**config.mk**
```make
export PLATFORM = sky130hd
export DESIGN_NAME = lut_neuron_table_writer_flat
export DESIGN_NICKNAME = d
export VERILOG_FILES = /design/src/rtl/lut_neuron_table_writer_if.sv /design/src/rtl/lut_neuron_table_writer.sv /design/src/flat_wrapper.sv
export SDC_FILE = /design/constraint.sdc
export NUM_CORES = 1
export LEC_CHECK = 0
export CAP_MARGIN = 20
export CORE_UTILIZATION = 30
export DETAILED_ROUTE_END_ITERATION = 8
export PLACE_DENSITY = 0.49
export SYNTH_ARGS = -nofsm -noshare
export SYNTH_HDL_FRONTEND = slang
export SYNTH_SLANG_ARGS = --single-unit
```
**constraint.sdc**
```tcl
create_clock -name clk -period 5.6 [get_ports clk]
set_input_delay 1.12 -clock clk [delete_from_list [all_inputs] [get_ports clk]]
set_output_delay 1.12 -clock clk [all_outputs]
set_load 0.02 [all_outputs]
```
**src/rtl/lut_neuron_table_writer_if.sv**
```systemverilog
// Configuration-stream and lookup bus for the run-time programmable LUT neuron.
// master: configuration loader / layer datapath side; slave: the table writer.
interface lut_neuron_table_writer_if #(
    parameter int IN_BITS  = 6,
    parameter int OUT_BITS = 2
);
    logic                cfg_start;
    logic                cfg_valid;
    logic                cfg_ready;
    logic [OUT_BITS-1:0] cfg_data;
    logic                cfg_last;
    logic                cfg_error;
    logic                table_valid;
    logic                in_valid;
    logic [IN_BITS-1:0]  M0;
    logic                out_valid;
    logic [OUT_BITS-1:0] M1;

    modport master (
        output cfg_start, cfg_valid, cfg_data, cfg_last, in_valid, M0,
        input  cfg_ready, cfg_error, table_valid, out_valid, M1
    );

    modport slave (
        input  cfg_start, cfg_valid, cfg_data, cfg_last, in_valid, M0,
        output cfg_ready, cfg_error, table_valid, out_valid, M1
    );
endinterface

```
**src/rtl/lut_neuron_table_writer.sv**
```systemverilog
// Run-time programmable LogicNet neuron: the 2^IN_BITS x OUT_BITS truth table is
// streamed in over a valid/ready config port and then served as a registered,
// fully pipelined lookup (latency 1).
module lut_neuron_table_writer #(
    parameter int IN_BITS  = 6,
    parameter int OUT_BITS = 2
) (
    input logic                     clk,
    input logic                     rst_n,
    lut_neuron_table_writer_if.slave bus
);
    localparam int DEPTH = 2 ** IN_BITS;
    localparam int AW    = IN_BITS + 1;

    typedef enum logic [1:0] {S_EMPTY, S_LOAD, S_READY} state_t;

    state_t              state, state_nxt;
    logic [AW-1:0]       wr_addr, wr_addr_nxt;
    logic                err, err_nxt;
    logic                wr_en;
    logic                at_end;
    logic                lookup_en;
    logic [OUT_BITS-1:0] mem [DEPTH];
    logic                vld_p1;
    logic [OUT_BITS-1:0] m1_p1;

    assign at_end    = (wr_addr == AW'(DEPTH - 1));
    assign lookup_en = bus.in_valid && (state == S_READY);

    // Control registers: load state, write pointer and sticky error flag.
    always_ff @(posedge clk or negedge rst_n) begin
        if (!rst_n) begin
            state   <= S_EMPTY;
            wr_addr <= '0;
            err     <= 1'b0;
        end else begin
            state   <= state_nxt;
            wr_addr <= wr_addr_nxt;
            err     <= err_nxt;
        end
    end

    // Next-state logic; cfg_start always restarts a load and suppresses that cycle's write.
    always_comb begin
        state_nxt   = state;
        wr_addr_nxt = wr_addr;
        err_nxt     = err;
        wr_en       = 1'b0;
        if (bus.cfg_start) begin
            state_nxt   = S_LOAD;
            wr_addr_nxt = '0;
            err_nxt     = 1'b0;
        end else if (state == S_LOAD && bus.cfg_valid) begin
            wr_en       = 1'b1;
            wr_addr_nxt = wr_addr + 1'b1;
            if (at_end) begin
                if (bus.cfg_last) begin
                    state_nxt = S_READY;
                end else begin
                    state_nxt = S_EMPTY;
                    err_nxt   = 1'b1;
                end
            end else if (bus.cfg_last) begin
                state_nxt = S_EMPTY;
                err_nxt   = 1'b1;
            end
        end
    end

    // Table storage: written only by accepted config words, never reset.
    always_ff @(posedge clk) begin
        if (wr_en) begin
            mem[wr_addr[IN_BITS-1:0]] <= bus.cfg_data;
        end
    end

    // ---- stage p1: registered lookup; result holds when no lookup is served ----
    always_ff @(posedge clk or negedge rst_n) begin
        if (!rst_n) begin
            vld_p1 <= 1'b0;
            m1_p1  <= '0;
        end else begin
            vld_p1 <= lookup_en;
            if (lookup_en) begin
                m1_p1 <= mem[bus.M0];
            end
        end
    end

    assign bus.cfg_ready   = (state == S_LOAD);
    assign bus.cfg_error   = err;
    assign bus.table_valid = (state == S_READY);
    assign bus.out_valid   = vld_p1;
    assign bus.M1          = m1_p1;
endmodule

```
**src/flat_wrapper.sv**
```systemverilog
// flat-port wrapper written by rule: the top's interface ports become plain ports
module lut_neuron_table_writer_flat 
#(
    parameter int IN_BITS  = 6,
    parameter int OUT_BITS = 2
)
  (clk, rst_n, bus_cfg_start, bus_cfg_valid, bus_cfg_data, bus_cfg_last, bus_in_valid, bus_M0, bus_cfg_ready, bus_cfg_error, bus_table_valid, bus_out_valid, bus_M1);
  lut_neuron_table_writer_if #(.IN_BITS(IN_BITS), .OUT_BITS(OUT_BITS)) bus_i ();
  input logic clk;
  input logic rst_n;
  input wire logic [$bits(bus_i.cfg_start)-1:0] bus_cfg_start;
  input wire logic [$bits(bus_i.cfg_valid)-1:0] bus_cfg_valid;
  input wire logic [$bits(bus_i.cfg_data)-1:0] bus_cfg_data;
  input wire logic [$bits(bus_i.cfg_last)-1:0] bus_cfg_last;
  input wire logic [$bits(bus_i.in_valid)-1:0] bus_in_valid;
  input wire logic [$bits(bus_i.M0)-1:0] bus_M0;
  output wire logic [$bits(bus_i.cfg_ready)-1:0] bus_cfg_ready;
  output wire logic [$bits(bus_i.cfg_error)-1:0] bus_cfg_error;
  output wire logic [$bits(bus_i.table_valid)-1:0] bus_table_valid;
  output wire logic [$bits(bus_i.out_valid)-1:0] bus_out_valid;
  output wire logic [$bits(bus_i.M1)-1:0] bus_M1;
  assign bus_i.cfg_start = bus_cfg_start;
  assign bus_i.cfg_valid = bus_cfg_valid;
  assign bus_i.cfg_data = bus_cfg_data;
  assign bus_i.cfg_last = bus_cfg_last;
  assign bus_i.in_valid = bus_in_valid;
  assign bus_i.M0 = bus_M0;
  assign bus_cfg_ready = bus_i.cfg_ready;
  assign bus_cfg_error = bus_i.cfg_error;
  assign bus_table_valid = bus_i.table_valid;
  assign bus_out_valid = bus_i.out_valid;
  assign bus_M1 = bus_i.M1;
  lut_neuron_table_writer #(.IN_BITS(IN_BITS), .OUT_BITS(OUT_BITS)) u_core (.clk(clk), .rst_n(rst_n), .bus(bus_i));
endmodule
```
* Word-level counts from Yosys, hierarchy flattened
Memory sizes are Yosys's and may differ from the RTL's. A register that Yosys moved wholly into a read port is not among the register bits. Index checks and enable logic that the tools add are counted.
Storage, ports and cells: flip-flop bits (word level) 11, memories 1, output and inout port bits 6, bits of input ports 14, bits in latches 0, memory bits (read-only) 0, word-level logic and storage cells 33, memory bits (writable) 128
Memories:
- u_core.mem | depth 64, width 2, read ports 1, clocked after Yosys merged registers in 1, write ports 1, RTL line lut_neuron_table_writer.sv:23 | logic [OUT_BITS-1:0] mem [DEPTH];
Operators by class: bitwise gates (word level) 0, div/mod/pow operators 0, reduce and logical (&&, ||, !) cells 7, $lt $le $gt $ge 0, $mul 0, equal/unequal tests 4, add/subtract/negate cells 1, multiplexer cells 16, shift operators 0
Operators with widths (count):
- 7-bit two-way mux | 2
- 2-bit two-way mux | 5
- 1-bit two-way mux | 9
- 7-bit by 1-bit adder with 7-bit output, second input constant | 1
- 7-bit by 6-bit equality test with 1-bit output, second input constant | 1
- 3-bit != test, second input constant | 1
- 3-bit AND reduction | 1
- 3-bit nonzero test | 1
- 2-bit by 1-bit equality test with 1-bit output, second input constant | 1
- 2-bit equality test, second input constant | 1
- 1-bit logical AND | 2
- 2-bit AND reduction | 1
- 2-bit nonzero test | 1
- 1-bit zero test | 1

* Depth between registers and ports, before layout
Gate-level depths: netlist of run 1.
depth in word-level cells 6, mapped depth 8, mapped depth without buffers 6

* Least setup slack after synthesis of run 1
No wires, ideal clock.
path type input port to flip-flop, from input port bus_M0[0], to register u_core.m1_p1[1], in the netlist u_core.bus.M1[1] (read register of u_core.mem), data required time 5467 ps, setup time 133 ps, cell stages on the path 6, data arrival time 2704 ps, path slack 2763 ps, path through buf_2 > clkbuf_1 > mux4_2 > mux2_2 > o22ai_1 > nor2_1
RTL lines:
- start: declaration | RTL line flat_wrapper.sv:16 | input wire logic [$bits(bus_i.M0)-1:0] bus_M0;
- end: declaration | RTL line lut_neuron_table_writer.sv:25 | logic [OUT_BITS-1:0] m1_p1;

==> results.txt, run 1 <==
----------------------------------------------------
[Setup path]
  Biggest fanout along the worst timing path ... 25
  Worst endpoint required time ... 5890 ps
  Critical Setup Path Class ... primary input to flip-flop
  Critical Path Sink Type ... flip-flop
  Worst endpoint data arrival time ... 3680 ps
  Category of the worst setup path launch point ... primary input

[Clock network]
  Clock tree from TritonCTS ... built
  Number of levels the H-tree was split into ... 4
  Clock Sink Count ... 141
  Deepest clock path buffer count ... 2
  Cell chosen for the clock root ... sky130_fd_sc_hd__clkbuf_16
  Clk_lat worst skew ... 420 ps
  Clock slew at the register clock pins of the worst setup and hold paths ... 50 ps
  Number of hold-repair buffers added at the cts stage ... 0
  # Post-CTS Setup Buffers ... 0
  Number of clock buffers inserted by TritonCTS ... 17
  Gates resized, CTS repair ... 0

[Yosys]
  Proportion of synthesized chip area in sequential cells ... 0.709
  Cell area after synthesis ... 5880 um2
  Gate count of the mapped netlist ... 374
  Leading register cell type out of synthesis ... sky130_fd_sc_hd__edfxtp_1
  Number of enable flip-flop cells after synthesis ... 128
  Syn Nets ... 389
  Proportion of synthesized flip-flops having asynchronous set or reset ... 0.0922
  Count of distinct cell types in the synthesized netlist ... 35
  Yosys synthesis warning count ... 0
  Number of synthesized register bits ... 141
  Mean Syn Cell Area ... 15.7 um2

[Detailed routing]
  Wire per inst ... 18.8 um
  Total detailed-routing wirelength ... 12.6 mm
  Vias per cell ... 4.93
  Detailed Route Iter0 Violations ... 268
  Remaining design rule violation count ... 0
  Drt pass-1 iters ... 4
  Number of nets with antenna violations after detailed routing ... 0
  Via count ... 3293

[Timing]
  Setup_tns ... 0 ps
  Fmax ... 0.295 GHz
  Total count of max-transition violations in the final report ... 0
  Setup violators final ... 0
  Final critical-path setup slack ... 2210 ps
  Transition time of the tightest slew-check pin ... 783 ps
  Post-layout min period ... 3390 ps
  Share of the clock period used by the worst path after layout ... 0.606
  Max transition margin ... 0.478
  RSZ-0062 raised after global routing ... no
  Hold Fails Final Rpt ... 0
  Worst Skew ... 7.11 ps

[Cells and area]
  Antenna cell count ... 0
  Synthesis-to-finish area growth ... 19.6%
  Combined area of the multi-input logic cells ... 1610 um2
  Share of the core filled with cells ... 0.371
  Total Nets Final ... 410
  Layout Cell Area excl Fill ... 7030 um2
  Fraction of layout instances using a drive strength above 1 ... 0.191
  Number of fill cells in the layout ... 1767
  Flip-flop and latch area ... 4170 um2
  Number of standard cells in the final layout excluding fillers ... 668

[Floorplanning]
  Die Area ... 20200 um2
  Vertical die dimension ... 142 um
  Num ports ... 20
  CORE AREA ... 19000 um2
  Width of the die ... 142 um
  Initial core utilization ... 0.310
  Cell Rows ... 50

[Min path]
  Worst hold-check path type ... flip-flop to flip-flop

[Placed design]
  Quantity of I/O buffers inserted on ports ... 19
  Placed wire-length estimate after detailed placement ... 7.87 mm
  Pre-CTS setup slack ... 1640 ps
  Post-Place Cell Area ... 6300 um2
  Post-placement cell count ... 633
  Placer congestion estimate ... 0.729

[GRT]
  Number of antenna violations at the first check in global routing ... 0
  Vias in the first global route ... 3497
  Wire length of the first global-routing pass ... 19.8 mm
  Overall Global Routing Usage ... 0.136
  Largest net degree at the start of global routing ... 65
  Total grt overflow ... 0

[Power]
  Power density over cell area ... 358 nW/um2
  VDD IR-drop max ... 0.000208 V
  Static leakage ... 2.21 nW

[Run status]
  Status ... complete, no violations

[Run]
  Number of maximum-capacitance constraint violations ... 0

----------------------------------------------------
==> layout by cell type, fill, tap and decap left out, drive strengths merged, types with 5 or more instances in the layout <==
cell	synthesis	final
edfxtp	128	128
nor2	78	78
mux4	28	28
clkbuf	13	22
nand2	16	16
clkdlybuf4s50	0	16
nor2b	14	14
dfrtp	13	13
mux2	10	10
buf	9	8
nand3	7	7
a211oi	6	6
o21ai	5	5
bufinv	0	5
clkinv	0	5
==> cell families after synthesis <==
logic type	after synthesis	synth area share
simple gates	137	0.106
flops	141	0.709
fa+ha+maj	1	0.00213
mux	38	0.126
compound gates	29	0.0330
buf+inv	23	0.0164
xor+xnor	5	0.00745
==> sequential cells by signal, summed over array words and instances (netlist names) <==
name / flops
u_core.wr_addr: 7
u_core.mem: 128
u_core.bus.cfg_error: 1
u_core.bus.out_valid: 1
u_core.state: 2
u_core.bus.M1: 2
==> path summary, 6_finish.rpt <==
path / start / end / slack (ps) / depth (start not counted)
setup / recovery: bus_M0[2] / u_core.bus.M1[0] / 2210 / 7
hold / removal: u_core.bus.cfg_error / u_core.bus.cfg_error / 510 / 2
setup reg to reg: u_core.state[1] / u_core.mem[52][0] / 3390 / 5
hold reg to reg: u_core.bus.cfg_error / u_core.bus.cfg_error / 510 / 2
max in group asynchronous: rst_n / u_core.bus.M1[0] / 4000 / 1
min in group asynchronous: rst_n / u_core.bus.cfg_error / 1140 / 1
==> Yosys cell counts (5+ instances only) <==
| cell | number | area share |
|---|---|---|
| sky130_fd_sc_hd__nor2b_1 | 14 | 0.015 |
| sky130_fd_sc_hd__nand2_1 | 16 | 0.010 |
| sky130_fd_sc_hd__dfrtp_1 | 13 | 0.055 |
| sky130_fd_sc_hd__o21ai_0 | 5 | 0.0043 |
| sky130_fd_sc_hd__nor2_1 | 78 | 0.050 |
| sky130_fd_sc_hd__mux2_2 | 10 | 0.019 |
| sky130_fd_sc_hd__mux4_2 | 28 | 0.11 |
| sky130_fd_sc_hd__clkbuf_1 | 13 | 0.0083 |
| sky130_fd_sc_hd__nand3_1 | 7 | 0.0060 |
| sky130_fd_sc_hd__edfxtp_1 | 128 | 0.65 |
| sky130_fd_sc_hd__buf_2 | 5 | 0.0043 |
| sky130_fd_sc_hd__a211oi_1 | 6 | 0.0077 |
==> layer usage <==
metal  vias to the layer above  share of wire  global-route usage
met3                        16          0.042              0.0380
li1                       1474              -                   -
met2                        73           0.49               0.221
met4                         0          0.018              0.0583
met5                         -              0                   0
met1                      1730           0.45               0.171
==> final cells by class <==
| cell class | instances | area share |
|---|---|---|
| Tap cell | 260 | 0.0463 |
| Multi-Input combinational cell | 210 | 0.230 |
| Inverter | 1 | 0.000534 |
| Sequential cell | 141 | 0.593 |
| Timing Repair Buffer | 24 | 0.0367 |
| Clock inverter | 10 | 0.0265 |
| Clock buffer | 22 | 0.0674 |
==> worst max-delay path, stage by stage <==
cell and delay (ps):
sky130_fd_sc_hd__buf_2 600, sky130_fd_sc_hd__buf_4 430, sky130_fd_sc_hd__mux4_2 570, sky130_fd_sc_hd__mux4_2 470
sky130_fd_sc_hd__mux2_2 270, sky130_fd_sc_hd__o22ai_1 150, sky130_fd_sc_hd__nor2_1 60
==> stage by stage <==
step                total power [mW]  hold slack, ps
floorplan                       1.25             479
detailed placement              1.29             509
finish                          2.52             509
CTS                             2.53             526
global route                    2.59             559
global placement                1.29             493
==> where the power goes <==
group	total [mW]	switching (mW)	leakage (nW)	internal (mW)
clock network	1.24	0.414	0.324	0.826
logic	0.117	0.0684	0.558	0.0487
registers	1.16	0.00557	1.33	1.15
total	2.52	0.488	2.21	2.03
No activity file was read; power rests on OpenSTA's default activity.
==> run 2, diff against run 1 <==
- clock period: 5.6 -> 3.3 ns (I/O delays scaled with it)
==> results.txt, run 2 (synthesis results as in run 1) <==
----------------------------------------------------
[Detailed routing]
  Total detailed-routing wirelength ... 12.2 mm (-3.3%)
  Vias per cell ... 4.78 (-2.9%)
  Number of nets with antenna violations after detailed routing ... 0 (unchanged)
  Detailed Route Iter0 Violations ... 236 (-12%)
  Remaining design rule violation count ... 0 (unchanged)
  Wire per inst ... 18.1 um (-3.9%)
  Via count ... 3215 (-2.4%)
  Drt pass-1 iters ... 4 (unchanged)

[Cells and area]
  Total Nets Final ... 414 (+0.98%)
  Highest-count cells in the layout ignoring fill and taps ... sky130_fd_sc_hd__edfxtp_1 (128), sky130_fd_sc_hd__nor2_1 (78), sky130_fd_sc_hd__mux4_2 (28), sky130_fd_sc_hd__clkbuf_16 (17)
  Commonest non-fill, non-tap cell in the layout ... sky130_fd_sc_hd__edfxtp_1
  Antenna cell count ... 0 (unchanged)
  Number of flip-flops in the largest register ... 128 (unchanged)
  Synthesis-to-finish area growth ... 17.7%
  Fraction of layout instances using a drive strength above 1 ... 0.187 (-0.00428)

[Timing]
  Max transition margin ... 0.539 (+0.0607)
  Total count of max-transition violations in the final report ... 0 (unchanged)
  Setup_tns ... 0 ps (unchanged)
  Hold Fails Final Rpt ... 0 (unchanged)
  Fmax ... 0.397 GHz
  Transition time of the tightest slew-check pin ... 689 ps (-93.1 ps)
  Post-layout min period ... 2520 ps
  RSZ-0062 raised after global routing ... no
  Final critical-path setup slack ... 781 ps (-1430 ps)
  Setup violators final ... 0 (unchanged)
  Worst Skew ... 7.21 ps (+0.104 ps)
  Share of the clock period used by the worst path after layout ... 0.763

[Floorplanning]
  Num ports ... 20 (unchanged)
  CORE AREA ... 19000 um2 (unchanged)
  Vertical die dimension ... 142 um (unchanged)
  Initial core utilization ... 0.310 (unchanged)
  Width of the die ... 142 um (unchanged)
  Cell Rows ... 50 (unchanged)
  Die Area ... 20200 um2 (unchanged)

[Run]
  Number of maximum-capacitance constraint violations ... 0 (unchanged)

[GRT]
  Total grt overflow ... 0 (unchanged)
  Overall Global Routing Usage ... 0.132 (-0.00431)
  Wire length of the first global-routing pass ... 19.0 mm (-3.9%)
  Number of antenna violations at the first check in global routing ... 0 (unchanged)
  Largest net degree at the start of global routing ... 65 (unchanged)
  Vias in the first global route ... 3340 (-4.5%)

[Clock network]
  Cell chosen for the clock root ... sky130_fd_sc_hd__clkbuf_16
  Number of hold-repair buffers added at the cts stage ... 0 (unchanged)
  Clock Sink Count ... 141 (unchanged)
  Clk_lat worst skew ... 420 ps (about the same)
  Number of clock buffers inserted by TritonCTS ... 17 (unchanged)
  Gates resized, CTS repair ... 0 (unchanged)
  Deepest clock path buffer count ... 2 (unchanged)
  Clock slew at the register clock pins of the worst setup and hold paths ... 60 ps (about the same)
  # Post-CTS Setup Buffers ... 0 (unchanged)
  Clock tree from TritonCTS ... built
  Number of levels the H-tree was split into ... 4 (unchanged)

[Min path]
  Worst hold-check path type ... flip-flop to flip-flop

[Setup path]
  Worst endpoint required time ... 3590 ps (-2300 ps)
  Critical Setup Path Class ... primary input to flip-flop
  Critical Path Sink Type ... flip-flop
  Biggest fanout along the worst timing path ... 32 (+28%)
  Category of the worst setup path launch point ... primary input
  Worst endpoint data arrival time ... 2800 ps (-880 ps)

[Run status]
  Status ... complete, no violations

[Placed design]
  Placer congestion estimate ... 0.734 (+0.62%)
  Pre-CTS setup slack ... 312 ps (-1320 ps)
  Quantity of I/O buffers inserted on ports ... 19 (unchanged)
  Placed wire-length estimate after detailed placement ... 7.93 mm (+0.78%)

[Power]
  VDD IR-drop max ... 0.000346 V (+67%)
  Power density over cell area ... 561 nW/um2 (+57%)
  Static leakage ... 2.15 nW (-2.5%)

----------------------------------------------------
run 2: power breakdown:
part	internal, mW	switching (mW)	total [mW]	leakage (nW)
registers	1.96	0.00947	1.96	1.33
logic	0.0844	0.115	0.200	0.572
clock network	1.02	0.698	1.72	0.255
run 2: worst paths after layout:
check	from	endpoint	slack (ps)	cells after the start
worst max register to register	u_core.state[0]	u_core.mem[53][0]	1200	5
worst min-delay path	u_core.bus.cfg_error	u_core.bus.cfg_error	510	2
max in group asynchronous	rst_n	u_core.wr_addr[2]	2200	1
worst max-delay path	bus_M0[2]	u_core.bus.M1[1]	780	7
min in group asynchronous	rst_n	u_core.bus.cfg_error	660	1
worst min register to register	u_core.bus.cfg_error	u_core.bus.cfg_error	510	2
run 2: routing by layer:
metal,GRT usage,wire (um)
met4,0.0543,182
met5,0,0
met3,0.0316,518
met2,0.213,6000
met1,0.170,5450
run 2: area by class of cell:
class                      instances  area [um2]
tap                              260         325
sequential                       141        4170
timing repair buffer              28         275
clock buffer                      19         433
multi-input combinational        210        1610
inverter                           1        3.75
clock inverter                    13         100
fill                            1769       12000
run 2: metrics by stage:
step,area (um2),instances,utilization,power (mW),hold slack [ps]
floorplan,5880,374,-,2.11,364
global placement,6340,638,0.334,2.20,494
detailed placement,6340,638,0.334,2.20,495
CTS,6870,670,0.363,3.91,516
global route,6920,672,0.365,4.01,559
finish,6920,672,0.365,3.88,512
run 2: critical path: stages:
cell	delay (ps)
sky130_fd_sc_hd__buf_2	470
sky130_fd_sc_hd__buf_4	450
sky130_fd_sc_hd__mux4_2	350
sky130_fd_sc_hd__a22oi_1	180
sky130_fd_sc_hd__nand3_1	110
sky130_fd_sc_hd__a2111oi_0	460
sky130_fd_sc_hd__nor2_1	90
